<file path="src/rtl/configs_loader.sv">
// Sequenced configuration store: accepts a stream of words over valid/ready and
// writes them in ascending order into NUM_WORDS registers, with readback and an XOR checksum.
module configs_loader #(
  parameter int DATA_WIDTH = 32,
  parameter int NUM_WORDS  = 9,
  parameter int ADDR_WIDTH = 4
) (
  input  logic                            clk,
  input  logic                            reset,
  input  logic                            io_start,
  input  logic                            io_abort,
  input  logic [DATA_WIDTH-1:0]           io_d_in,
  input  logic                            io_d_valid,
  output logic                            io_d_ready,
  output logic [DATA_WIDTH*NUM_WORDS-1:0] io_configs_out,
  output logic                            io_busy,
  output logic                            io_done,
  output logic [ADDR_WIDTH-1:0]           io_wr_addr,
  output logic [DATA_WIDTH-1:0]           io_checksum,
  input  logic [ADDR_WIDTH-1:0]           io_rd_addr,
  output logic [DATA_WIDTH-1:0]           io_rd_data
);

  typedef enum logic [1:0] {IDLE, LOAD, DONE} state_t;

  localparam logic [ADDR_WIDTH-1:0] LAST_ADDR     = ADDR_WIDTH'(NUM_WORDS - 1);
  localparam logic [ADDR_WIDTH:0]   NUM_WORDS_EXT = (ADDR_WIDTH + 1)'(NUM_WORDS);

  state_t                  state_q, state_d;
  logic [ADDR_WIDTH-1:0]   wr_addr_q, wr_addr_d;
  logic [DATA_WIDTH-1:0]   checksum_q, checksum_d;
  logic [DATA_WIDTH-1:0]   rd_data_q, rd_data_d;
  logic [DATA_WIDTH-1:0]   words_q [NUM_WORDS];
  logic                    wr_en;

  assign io_d_ready  = (state_q == LOAD);
  assign io_busy     = (state_q == LOAD);
  assign io_done     = (state_q == DONE);
  assign io_wr_addr  = wr_addr_q;
  assign io_checksum = checksum_q;
  assign io_rd_data  = rd_data_q;

  // Abort takes priority over both start and a coincident handshake.
  always_comb begin
    state_d    = state_q;
    wr_addr_d  = wr_addr_q;
    checksum_d = checksum_q;
    wr_en      = 1'b0;
    case (state_q)
      IDLE, DONE: begin
        if (io_start && !io_abort) begin
          state_d    = LOAD;
          wr_addr_d  = '0;
          checksum_d = '0;
        end
      end
      LOAD: begin
        if (io_abort) begin
          state_d = IDLE;
        end else if (io_d_valid) begin
          wr_en      = 1'b1;
          checksum_d = checksum_q ^ io_d_in;
          if (wr_addr_q == LAST_ADDR) begin
            state_d   = DONE;
            wr_addr_d = '0;
          end else begin
            wr_addr_d = wr_addr_q + 1'b1;
          end
        end
      end
      default: state_d = IDLE;
    endcase
  end

  always_comb begin
    rd_data_d = '0;
    if ({1'b0, io_rd_addr} < NUM_WORDS_EXT) begin
      rd_data_d = words_q[io_rd_addr];
    end
  end

  always_ff @(posedge clk) begin
    if (reset) begin
      state_q    <= IDLE;
      wr_addr_q  <= '0;
      checksum_q <= '0;
      rd_data_q  <= '0;
    end else begin
      state_q    <= state_d;
      wr_addr_q  <= wr_addr_d;
      checksum_q <= checksum_d;
      rd_data_q  <= rd_data_d;
    end
  end

  always_ff @(posedge clk) begin
    for (int k = 0; k < NUM_WORDS; k++) begin
      if (reset) begin
        words_q[k] <= '0;
      end else if (wr_en && (wr_addr_q == ADDR_WIDTH'(k))) begin
        words_q[k] <= io_d_in;
      end
    end
  end

  genvar gi;
  generate
    for (gi = 0; gi < NUM_WORDS; gi++) begin : g_pack
      assign io_configs_out[gi*DATA_WIDTH +: DATA_WIDTH] = words_q[gi];
    end
  endgenerate

endmodule
</file>
<file path="config.mk">
export PLATFORM = sky130hd
export DESIGN_NAME = configs_loader
export DESIGN_NICKNAME = d
export VERILOG_FILES = /design/src/rtl/configs_loader.sv
export SDC_FILE = /design/constraint.sdc
export NUM_CORES = 1
export LEC_CHECK = 0
export ABC_AREA = 1
export BUFFER_PORTS_ARGS = -buffer_cell sky130_fd_sc_hd__buf_2
export CAP_MARGIN = 20
export CELL_PAD_IN_SITES_DETAIL_PLACEMENT = 0
export CELL_PAD_IN_SITES_GLOBAL_PLACEMENT = 1
export CORE_ASPECT_RATIO = 1.2
export CORE_MARGIN = 3
export CORE_UTILIZATION = 30
export DETAILED_ROUTE_END_ITERATION = 10
export PLACE_DENSITY_LB_ADDON = 0.1
export SETUP_SLACK_MARGIN = 0.2
export SLEW_MARGIN = 15
export SYNTH_ARGS = -nofsm -noshare
export SYNTH_HDL_FRONTEND = slang
export SYNTH_SLANG_ARGS = --single-unit
</file>
<file path="constraint.sdc">
create_clock -name clk -period 3.7 [get_ports clk]
set_input_delay 0.37 -clock clk [delete_from_list [all_inputs] [get_ports clk]]
set_output_delay 0.37 -clock clk [all_outputs]
set_load 0.01 [all_outputs]
</file>
==> metrics.md, run 1 <==
| Metric | Value |
|---|---|
| Vias in the first global route | 12,400 |
| CTS clk-pin slew, worst paths | 0.06 ns |
| Worst Skew | 0.0155 ns |
| Status | finished, final reports clean |
| Max frequency | 0.422 GHz |
| Hold Vio Cnt, Final | 0 |
| Share of layout cells above drive strength 1 | 24.2% |
| RSZ-0062 raised after global routing | no |
| Nets@finish | 2,059 |
| CP dominant cell by count | nand2_2 |
| Syn Area/Cell | 9.46 um^2 |
| Filler cells | 5,142 |
| Clk buf depth | 3 |
| Finish-stage setup viols | 0 |
| CP Launch Type | flip-flop |
| Comb power frac | 9.7% |
| Headroom to the max-slew limit | 39.2% |
| CP Data Arrival Time | 2.53 ns |
| Seq/Total Area, Yosys | 64.7% |
| RePlAce Congestion | 0.854 |
| GR Overflow Total | 0 |
| Cell taking the most area after synthesis | edfxtp_1 |
| DRT iter0 DRCs | 888 |
| Core Region | 50,800 um^2 |
| Avg WL per Cell | 22.0 um |
| Leak pwr | 8.54 nW |
| Syn nets | 1,688 |
| Pwr/cell area | 477 nW/um^2 |
| Crit-path cells | nand2_2 -> nor3_4 -> nand3_1 -> nand2_2 |
| Worst-Skew Late Latency | 0.55 ns |
| Count of state elements after synthesis | 358 |
| Buf+Inv Stages, Crit Path | 0 |
| Routed wire length | 60,100 um |
| Boundary pin count | 400 |
| Cell Area, Synth | 15,500 um^2 |
| Post-CTS sizing | 0 |
| Hold crit path type | in2reg |
| Final worst setup slack | 1.33 ns |
| Setup Crit Path Kind | reg2reg |
| Minimum clock period | 2.37 ns |
| Final HPWL DP | 43,200 um |
| Fin crit share | 64.0% |
| Area delta synth->final | 25.1% |
| Starting Density | 30.6% |
| Top delay family on crit path | simple AND/OR/NAND/NOR gates |
| Hold_buf cts | 0 |
| Sequential share of power | 49.5% |
| Synth Instances | 1,643 |
| Switch Pwr | 2.35 mW |
| Util after Layout | 38.3% |
| Sum of negative setup slack | 0 ns |
| Site row count | 90 |
| Net Sw Frac | 25.3% |
| Setup WS pre-CTS | 1.20 ns |
| Post-synth top area share | 55.6% |
| Crit path required time | 3.86 ns |
| H-tree Lvls | 2 |
| Vias | 12,900 |
| Design Area, Final | 19,400 um^2 |
| IO Port Bufs | 399 |
| Root Buffer | clkbuf_16 |
| Pwr Total | 9.28 mW |
| Cts bufs inserted | 40 |
| Die ar. | 54,600 um^2 |
| Final count of pins violating max slew | 0 |
| Pre-antenna DRT Iters | 5 |
| Sink Count | 358 |
| CTS tree | done |
| Slew @ Worst Pin | 0.909 ns |
| Peak supply drop | 0.238 mV |
| First-pass GRT wire length | 86,400 um |
| Hold_ws | 0.160 ns |
| Synthesis warning total | 0 |
| Die width | 214 um |
| Internal | 6.93 mW |
| Synth area leaders | edfxtp_1 56%, nand2_1 10%, dfxtp_1 9.0% |
| Final Non-Filler Cells | 2,735 |
| Unique masters post-synth | 24 |
| Setup repair bufs after CTS | 0 |
| Crit-path slowest cell | nand2_2 |
| Die Y | 255 um |
| CP max stage delay | 0.70 ns |
| Dpl cells | 2,661 |
| CP max FO | 32 |
| Register Area | 10,000 um^2 |
| Antenna Nets Post-Route | 0 |
| GRT Overall Usage | 21.5% |
| Post-Place Cell Area | 18,200 um^2 |
| Antenna violations before repair | 1 |
| Residual DRC | 0 |
| Max cap viols | 0 |
| Vias/cell | 4.72 |
| Worst Setup End Kind | flip-flop |
| Area of the multi-input gates | 4780 um^2 |
| Largest net degree at the start of global routing | 65 |
| Clock power share | 40.8% |
[cell families (layout without fill, tap and decap cells)]
| kind of cell | after synthesis | in the layout | synth area share (%) |
|---|---|---|---|
| buffers and inverters | 178 | 579 | 4.66 |
| AND/OR/NAND/NOR | 1001 | 1001 | 26.1 |
| other | 0 | 1 | 0 |
| adder cells (fa/ha/maj) | 4 | 4 | 0.322 |
| flip-flops | 358 | 358 | 64.7 |
| AO/OA/AOI/OAI | 71 | 71 | 2.53 |
| XOR/XNOR | 31 | 31 | 1.75 |
[tightest hold or removal path: stages]
cell     delay (ns)
buf_2          0.10
nand2_1        0.05
nand2_1        0.08
a21oi_1        0.06
[area by class of cell]
type,count,share of cell area (%)
clock buffers,58,5.60
inverters,78,1.52
repair buffers,429,11.6
multi-input cells,1107,24.6
diodes,1,0.0129
flip-flops and latches,358,51.7
clock inverters,14,0.598
well taps,690,4.44
[path summary, 6_finish.rpt]
path / cells past startpoint / startpoint / slack, ns / endpoint
worst max-delay path: 4 / state_q[0] / 1.33 / words_q[1][7]
worst min-delay path: 4 / io_d_valid / 0.16 / state_q[0]
worst max register to register: 4 / state_q[0] / 1.33 / words_q[1][7]
worst min register to register: 2 / io_checksum[28] / 0.49 / io_checksum[28]
[per-layer routing]
metal	track usage, %	part of all wire (%)
met1	30.3	45
met4	6.21	2.9
met2	33.0	45
met5	0	0
met3	5.06	7.8
[cell usage after synthesis]
library cell,n
dfxtp_1,70
ha_1,4
or2_2,1
nand3_1,191
buf_1,11
o21ai_0,2
nand4_1,9
nor3_1,2
nand3_2,1
nor3_4,1
a21oi_1,54
nand2_1,430
buf_4,2
clkinv_1,33
clkbuf_1,48
nor2_2,2
nor2_1,362
xnor2_1,31
o211ai_1,15
buf_2,39
inv_2,2
edfxtp_1,288
inv_1,43
nand2_2,2
[power groups by stage]
stage | registers [mW] | logic, mW | clock network [mW]
after floorplan | 4.72 | 0.410 | 0
after global placement | 4.67 | 0.911 | 0
after detailed placement | 4.68 | 0.915 | 0
after CTS | 4.59 | 0.917 | 3.89
after global routing | 4.60 | 0.996 | 4.04
final | 4.59 | 0.904 | 3.78
[state kept, by name (all words and copies together) (netlist names)]
signal / flops
io_checksum: 32
state_q: 2
io_rd_data: 32
io_wr_addr: 4
words_q: 288
[layout by cell type (no fill, tap or decap)]
master,netlist,final
a21oi_1,54,54
clkinv_1,33,38
buf_4,2,29
clkinv_2,0,6
nand2_2,2,6
inv_2,2,3
diode_2,0,1
bufinv_16,0,2
clkinvlp_4,0,1
dfxtp_1,70,70
nor2_1,362,362
clkbuf_1,48,17
buf_2,39,398
buf_12,0,2
ha_1,4,4
nand3_2,1,1
nand2_1,430,426
edfxtp_1,288,288
inv_4,0,1
or2_2,1,1
nor3_1,2,2
nor3_4,1,1
nand4_1,9,9
nand3_1,191,191
clkbuf_16,0,41
nor2_2,2,2
inv_1,43,41
xnor2_1,31,31
o211ai_1,15,15
o21ai_0,2,2
No activity file was read; power rests on OpenSTA's default activity.
==> run 2: changes to the inputs <==
- ABC_AREA: 1 -> 0
- clock period: 3.7 -> 1.9 ns (I/O delays scaled with it)
==> run 2 against run 1 <==
Sequential share of layout area shrank 2.6 points. Core utilization grew 2.9 points. Wire length grew 8.8%. Setup slack lost 1.2 ns. Clock power grew 110%. Clock-buffer cell count shrank 8. Maximum frequency grew 34%. Register-to-register slack lost 1.2 ns. Synthesized area shrank 1.9%. Sequential cell count is the same.
==> metrics.md, run 2 <==
| Metric | Value |
|---|---|
| Synth area leaders | edfxtp_1 57%, dfxtp_1 9.2%, mux4_2 7.2% (was edfxtp_1 56%, nand2_1 10%, dfxtp_1 9.0%) |
| RePlAce Congestion | 0.832 (was 0.854) |
| CTS tree | done (unchanged) |
| Filler cells | 4,813 (was 5,142) |
| Pwr Total | 18.7 mW (was 9.28 mW) |
| Final HPWL DP | 48,300 um (was 43,200 um) |
| Routed wire length | 65,400 um (was 60,100 um) |
| Site row count | 89 (was 90) |
| Setup Crit Path Kind | reg2reg (unchanged) |
| Worst Skew | 0.0130 ns (was 0.0155 ns) |
| Most numerous cell in the Yosys netlist | nor2_1 (was nand2_1) |
| Switch Pwr | 4.59 mW (was 2.35 mW) |
| Worst Setup End Kind | flip-flop (unchanged) |
| Clk buf depth | 3 (unchanged) |
| Nets@finish | 1,680 (was 2,059) |
| Number of synthesized flops with an enable pin | 288 (unchanged) |
| Vias in the first global route | 11,800 (was 12,400) |
| RSZ-0062 raised after global routing | yes (was no) |
| Minimum clock period | 1.77 ns (was 2.37 ns) |
| Antenna violations before repair | 2 (was 1) |
| Largest net degree at the start of global routing | 36 (was 65) |
| Boundary pin count | 400 (unchanged) |
| IO Port Bufs | 399 (unchanged) |
| Count of state elements after synthesis | 358 (unchanged) |
| Worst-Skew Late Latency | 0.55 ns (about the same) |
| Hold Crit Depth | 4 (unchanged) |
| Max cap viols | 0 (unchanged) |
| Leak pwr | 8.18 nW (was 8.54 nW) |
| Clock power share | 41.5% (was 40.8%) |
| CP Launch Type | flip-flop (unchanged) |
| Async S/R FF share, synth | 0% (unchanged) |
| Setup WS pre-CTS | 0.00632 ns (was 1.20 ns) |
| Main flop type after synthesis | edfxtp_1 (unchanged) |
| CTS clk-pin slew, worst paths | 0.06 ns (about the same) |
| Die ar. | 53,600 um^2 (was 54,600 um^2) |
| Peak supply drop | 0.479 mV (was 0.238 mV) |
| Vias/cell | 5.00 (was 4.72) |
| Die Y | 253 um (was 255 um) |
| Crit path required time | 2.16 ns (was 3.86 ns) |
| Commonest non-fill, non-tap cell in the layout | buf_2 (was nand2_1) |
| Headroom to the max-slew limit | 55.9% (was 39.2%) |
| Root Buffer | clkbuf_16 (unchanged) |
| Vias | 11,500 (was 12,900) |
| DRT iter0 DRCs | 786 (was 888) |
| Share of layout cells above drive strength 1 | 41.0% (was 24.2%) |
| Status | finished, final reports clean (unchanged) |
| Final count of pins violating max slew | 0 (unchanged) |
| Hold crit path type | in2reg (unchanged) |
| Hold_ws | 0.0551 ns (was 0.160 ns) |
| Cell taking the most area after synthesis | edfxtp_1 (unchanged) |
| Post-synth top area share | 56.7% (was 55.6%) |
| Pre-antenna DRT Iters | 5 (unchanged) |
| Commonest cells post-synth | 293 x nor2_1, 288 x edfxtp_1, 104 x nand2_1 (was 430 x nand2_1, 362 x nor2_1, 288 x edfxtp_1) |
| Die width | 212 um (was 214 um) |
| Slew @ Worst Pin | 0.661 ns (was 0.909 ns) |
| Synthesis warning total | 0 (unchanged) |
| Residual DRC | 0 (unchanged) |
| Cell Area, Synth | 15,200 um^2 (was 15,500 um^2) |
| Syn nets | 1,224 (was 1,688) |
| Finish-stage setup viols | 0 (unchanged) |
| Sink Count | 358 (unchanged) |
| Fin crit share | 93.0% (was 64.0%) |
| First-pass GRT wire length | 88,000 um (was 86,400 um) |
| Unique masters post-synth | 40 (was 24) |
| CP Data Arrival Time | 2.02 ns (was 2.53 ns) |
| Antenna Nets Post-Route | 0 (unchanged) |
| Biggest register | words_q (unchanged) |
| Most frequent cells in the layout | 398 x buf_2, 292 x nor2_1, 288 x edfxtp_1 (was 426 x nand2_1, 398 x buf_2, 362 x nor2_1) |
| CP max FO | 9 (was 32) |
| Sequential share of power | 48.0% (was 49.5%) |
| Pwr/cell area | 914 nW/um^2 (was 477 nW/um^2) |
| Worst reg-to-reg path cell count | 6 (was 4) |
| Max reg flops | 288 (unchanged) |
| GR Overflow Total | 0 (unchanged) |
| Final worst setup slack | 0.134 ns (was 1.33 ns) |
| Hold Vio Cnt, Final | 0 (unchanged) |
| Sum of negative setup slack | 0 ns (unchanged) |
| Seq/Total Area, Yosys | 65.9% (was 64.7%) |
| Cts bufs inserted | 40 (unchanged) |
| Internal | 14.1 mW (was 6.93 mW) |
| Area delta synth->final | 34.2% (was 25.1%) |
| GRT Overall Usage | 23.3% (was 21.5%) |
| Avg WL per Cell | 28.4 um (was 22.0 um) |
| Synth Instances | 1,179 (was 1,643) |
| H-tree Lvls | 2 (unchanged) |
| Net Sw Frac | 24.6% (was 25.3%) |
| Starting Density | 30.7% (was 30.6%) |
| Core Region | 49,700 um^2 (was 50,800 um^2) |
| Max frequency | 0.566 GHz (was 0.422 GHz) |
| Comb power frac | 10.4% (was 9.7%) |
| Syn Area/Cell | 12.9 um^2 (was 9.46 um^2) |
## run 2: cell types whose count changed in the layout (fill, tap and decap cells not counted), moves of 32 or more
cell,change
nor2_1,-70
o22ai_1,+32
a21oi_1,-52
buf_12,+33
clkinv_1,-33
mux4_2,+49
nand3_1,-190
a211oi_1,+41
nand2_1,-327
## run 2: what timing repair did
action | 4_1_cts | 5_1_grt
hold endpoints to repair | 1 | 0
endpoints found under the setup margin | 537 | 544
buffers inserted | 3 | 3
resized for setup | 11 | 29
pin swaps | 1 | 3
gates cloned | 3 | 13
hold buffers | 1 | 0
## run 2: final timing paths
kind             startpoint        endpoint  slack (ns)
min                io_start      state_q[1]        0.06
max reg2reg      state_q[1]   words_q[7][1]        0.13
max              state_q[1]   words_q[7][1]        0.13
min reg2reg  words_q[8][19]  io_rd_data[19]        0.47
## run 2: kinds of logic (layout without fill, tap and decap cells)
group,count (synthesis),in the layout,share of synthesized area [%]
simple gates,464,464,12.5
flops,358,358,65.9
buf+inv,126,611,4.46
compound gates,114,114,5.43
mux,81,81,9.58
xor+xnor,32,32,1.84
fa+ha+maj,4,4,0.328
other cells,0,2,0
## run 2: metrics by stage
| stage | area [um^2] | instances | util [%] |
|---|---|---|---|
| 2_1_floorplan | 15300 | 1179 | - |
| 3_3_place_gp | 18600 | 2207 | 37.4 |
| 3_5_place_dp | 18600 | 2207 | 37.4 |
| 4_1_cts | 20000 | 2285 | 40.3 |
| 5_1_grt | 20500 | 2301 | 41.2 |
| 6_report | 20500 | 2303 | 41.2 |
## run 2: layer usage
metal / share of wire, % / GRT usage [%] / wire length, um / vias to the layer above
met5: 0 / 0 / 0 / -
met4: 2.8 / 6.30 / 1820 / 0
met3: 5.9 / 4.45 / 3860 / 66
met2: 52 / 42.4 / 33800 / 450
met1: 40 / 28.3 / 25900 / 5861
li1: - / - / - / 5139
## run 2: power by group through the flow
stage          combinational, mW  clock, mW  sequential, mW
2_1_floorplan              0.741          0            9.19
3_3_place_gp                1.84          0            9.15
6_report                    1.95       7.77            8.98
5_1_grt                     2.06       8.26            9.01
4_1_cts                     1.89       7.92            8.99
3_5_place_dp                1.85          0            9.15
## run 2: layout make-up
cell class / instances / area [um^2] / area share, %
Clock inverter: 21 / 209 / 1.02
Inverter: 35 / 131 / 0.642
Timing Repair Buffer: 505 / 3500 / 17.1
Clock buffer: 50 / 1080 / 5.28
Tap cell: 637 / 797 / 3.89
Sequential cell: 358 / 10100 / 49.1
Antenna cell: 2 / 5.00 / 0.0245
Multi-Input combinational cell: 695 / 4680 / 22.9
## run 2: critical path: stages, from the launching register on
cell and delay [ns]:
dfxtp_2 0.33, and2b_2 0.22, and3b_2 0.31, nand2_2 0.14, o21bai_4 0.16, buf_12 0.15
clkbuf_16 0.17
==> run 3: changes to the inputs <==
--- a/config.mk
+++ b/config.mk
@@ -8,5 +8,5 @@
 export ABC_AREA = 0
 export BUFFER_PORTS_ARGS = -buffer_cell sky130_fd_sc_hd__buf_2
-export CAP_MARGIN = 20
+export CAP_MARGIN = 10
 export CELL_PAD_IN_SITES_DETAIL_PLACEMENT = 0
 export CELL_PAD_IN_SITES_GLOBAL_PLACEMENT = 1
==> constraint.sdc (replaced) <==
create_clock -name clk -period 1.9 [get_ports clk]
set_input_delay 0.19 -clock clk [delete_from_list [all_inputs] [get_ports clk]]
set_output_delay 0.19 -clock clk [all_outputs]
set_load 0.005 [all_outputs]
==> run 3 against run 2 <==
Clock power grew 2%. Hold slack gained 0.0030 ns. Sequential cell count is the same. Largest cell class unchanged. Register-to-register slack gained 0.09 ns. Total power shrank 0.20%. Clock-buffer cell count grew 23. Die area is the same. Combinational power shrank 9.7%. Largest power group unchanged.
==> metrics.md, run 3 (synthesis results as in run 2) <==
| Metric | Value |
|---|---|
| Vias | 11,400 (was 11,500) |
| Die width | 212 um (unchanged) |
| Worst Setup End Kind | flip-flop (unchanged) |
| Clk buf depth | 3 (unchanged) |
| Most frequent cells in the layout | 398 x buf_2, 292 x nor2_1, 288 x edfxtp_1 (unchanged) |
| Top delay family on crit path | buffers and inverters (was simple AND/OR/NAND/NOR gates) |
| Pre-antenna DRT Iters | 5 (unchanged) |
| Peak supply drop | 0.498 mV (was 0.479 mV) |
| Residual DRC | 0 (unchanged) |
| Headroom to the max-slew limit | 64.3% (was 55.9%) |
| Sink Count | 358 (unchanged) |
| Setup WS pre-CTS | 0.0885 ns (was 0.00632 ns) |
| Site row count | 89 (unchanged) |
| RSZ-0062 raised after global routing | yes (unchanged) |
| Area of the multi-input gates | 4650 um^2 (was 4680 um^2) |
| Final worst setup slack | 0.225 ns (was 0.134 ns) |
| Routed wire length | 64,800 um (was 65,400 um) |
| Leak pwr | 7.95 nW (was 8.18 nW) |
| First-pass GRT wire length | 89,100 um (was 88,000 um) |
| Pwr/cell area | 931 nW/um^2 (was 914 nW/um^2) |
| Root Buffer | clkbuf_16 (unchanged) |
| CP Data Arrival Time | 1.99 ns (was 2.02 ns) |
| Buf+Inv Stages, Crit Path | 3 (was 2) |
| Die ar. | 53,600 um^2 (unchanged) |
| Status | finished, final reports clean (unchanged) |
| Minimum clock period | 1.67 ns (was 1.77 ns) |
| Crit-path slowest cell | dfxtp_2 (unchanged) |
| IO Port Bufs | 399 (unchanged) |
| Boundary pin count | 400 (unchanged) |
| CP max stage delay | 0.32 ns (was 0.33 ns) |
| CP dominant cell by count | buf_12 |
| Crit-path cells | and2b_1 -> and3b_2 -> buf_4 -> a31o_4 -> buf_12 -> buf_12 (was and2b_2 -> and3b_2 -> nand2_2 -> o21bai_4 -> buf_12 -> clkbuf_16) |
| Core Region | 49,700 um^2 (unchanged) |
| Hold crit path type | in2reg (unchanged) |
| Share of layout cells above drive strength 1 | 39.4% (was 41.0%) |
| Hold Vio Cnt, Final | 0 (unchanged) |
| Antenna Nets Post-Route | 0 (unchanged) |
| RePlAce Congestion | 0.826 (was 0.832) |
| Cts bufs inserted | 42 (was 40) |
| Antenna violations before repair | 3 (was 2) |
| Worst-Skew Late Latency | 0.56 ns (was 0.55 ns) |
| Max frequency | 0.597 GHz (was 0.566 GHz) |
| Final Non-Filler Cells | 2,279 (was 2,303) |
| Biggest register | words_q (unchanged) |
| Hold_ws | 0.0581 ns (was 0.0551 ns) |
| Nets@finish | 1,653 (was 1,680) |
| GR Overflow Total | 0 (unchanged) |
| Area delta synth->final | 31.6% (was 34.2%) |
| Crit path required time | 2.21 ns (was 2.16 ns) |
| Last element of the critical path | words_q[2][27] (was words_q[7][1]) |
| Dpl cells | 2,192 (was 2,207) |
| Die Y | 253 um (unchanged) |
| Finish-stage setup viols | 0 (unchanged) |
| GRT Overall Usage | 23.7% (was 23.3%) |
| H-tree Lvls | 2 (unchanged) |
| CP max FO | 13 (was 9) |
| Max cap viols | 0 (unchanged) |
| Register Area | 10,100 um^2 (unchanged) |
| Setup Crit Path Kind | reg2reg (unchanged) |
| Pwr Total | 18.7 mW (about the same) |
| R2r setup slk | 0.23 ns (was 0.13 ns) |
| Vias in the first global route | 11,800 (about the same) |
| RR Endpoint | words_q[2][27] (was words_q[7][1]) |
| Worst Skew | 0.0159 ns (was 0.0130 ns) |
| Largest net degree at the start of global routing | 36 (unchanged) |
| Worst reg-to-reg path cell count | 6 (unchanged) |
| Avg WL per Cell | 28.4 um (about the same) |
| Final HPWL DP | 47,300 um (was 48,300 um) |
| Commonest non-fill, non-tap cell in the layout | buf_2 (unchanged) |
| CTS clk-pin slew, worst paths | 0.06 ns (about the same) |
| DRT iter0 DRCs | 719 (was 786) |
| Filler cells | 4,814 (was 4,813) |
| Starting Density | 30.7% (unchanged) |
| Sum of negative setup slack | 0 ns (unchanged) |
| CP Launch Type | flip-flop (unchanged) |
| Fin crit share | 88.1% (was 93.0%) |
| Critical path depth | 6 (unchanged) |
| Slew @ Worst Pin | 0.535 ns (was 0.661 ns) |
| Vias/cell | 5.00 (about the same) |
| Final count of pins violating max slew | 0 (unchanged) |
| Launch point of the worst reg-to-reg path | state_q[1] (unchanged) |
| CTS tree | done (unchanged) |
| HP Start | io_d_in[1] (was io_start) |
| Max reg flops | 288 (unchanged) |
| Worst setup path startpoint | state_q[1] (unchanged) |
==> run 3: changes by cell type in the layout (fill, tap and decap cells not counted), moves of 6 or more <==
| cell | previous run | this run |
|---|---|---|
| buf_4 | 50 | 34 |
| clkbuf_1 | 7 | 20 |
| clkbuf_8 | 2 | 8 |
| clkinv_2 | 9 | 3 |
==> run 3: how the worst min path moves through the flow <==
stage                endpoint  cells past startpoint
2_1_floorplan      state_q[0]                      3
3_3_place_gp   io_rd_data[12]                      2
3_5_place_dp   io_rd_data[12]                      2
4_1_cts         words_q[8][1]                      3
5_1_grt        words_q[8][31]                      3
6_report        words_q[8][1]                      3
==> run 3: worst reg2reg max path, cell delays in order, from the launching register on <==
cell	delay, ns
dfxtp_2	0.32
and2b_1	0.18
and3b_2	0.22
buf_4	0.16
a31o_4	0.26
buf_12	0.13
buf_12	0.14
==> run 3: layout make-up <==
| type | count | share of cell area [%] |
|---|---|---|
| diodes | 1 | 0.0125 |
| clock buffers | 73 | 6.54 |
| clock inverters | 4 | 0.118 |
| inverters | 35 | 0.655 |
| multi-input cells | 695 | 23.2 |
| flip-flops and latches | 358 | 50.1 |
| well taps | 637 | 3.97 |
| repair buffers | 476 | 15.4 |
==> run 3: metal layers <==
| metal | track usage [%] | vias to the layer above | wire length (um) |
|---|---|---|---|
| met5 | 0 | - | 23 |
| li1 | - | 5087 | - |
| met3 | 4.13 | 104 | 3610 |
| met1 | 28.2 | 5754 | 24900 |
| met2 | 43.0 | 448 | 33800 |
| met4 | 8.65 | 4 | 2480 |
==> run 3: per-stage QoR <==
step	utilization (%)	instance area (um^2)
2_1_floorplan	-	15300
3_3_place_gp	37.3	18500
3_5_place_dp	37.3	18500
4_1_cts	40.3	20000
5_1_grt	40.4	20100
6_report	40.4	20100
==> run 3: timing repair <==
item,4_1_cts,5_1_grt
endpoints found under the setup margin,313,427
resized for setup,9,9
cloned,2,0
hold buffers,2,0
pin swaps,2,2
hold endpoints to repair,1,0
setup buffers,4,1
==> run 3: report_power, final <==
| group | switching (mW) | leakage (nW) | internal, mW | total (mW) |
|---|---|---|---|---|
| registers | 0.232 | 3.55 | 8.75 | 8.98 |
| clock network | 3.27 | 0.652 | 4.67 | 7.93 |
| logic | 1.02 | 3.75 | 0.737 | 1.76 |
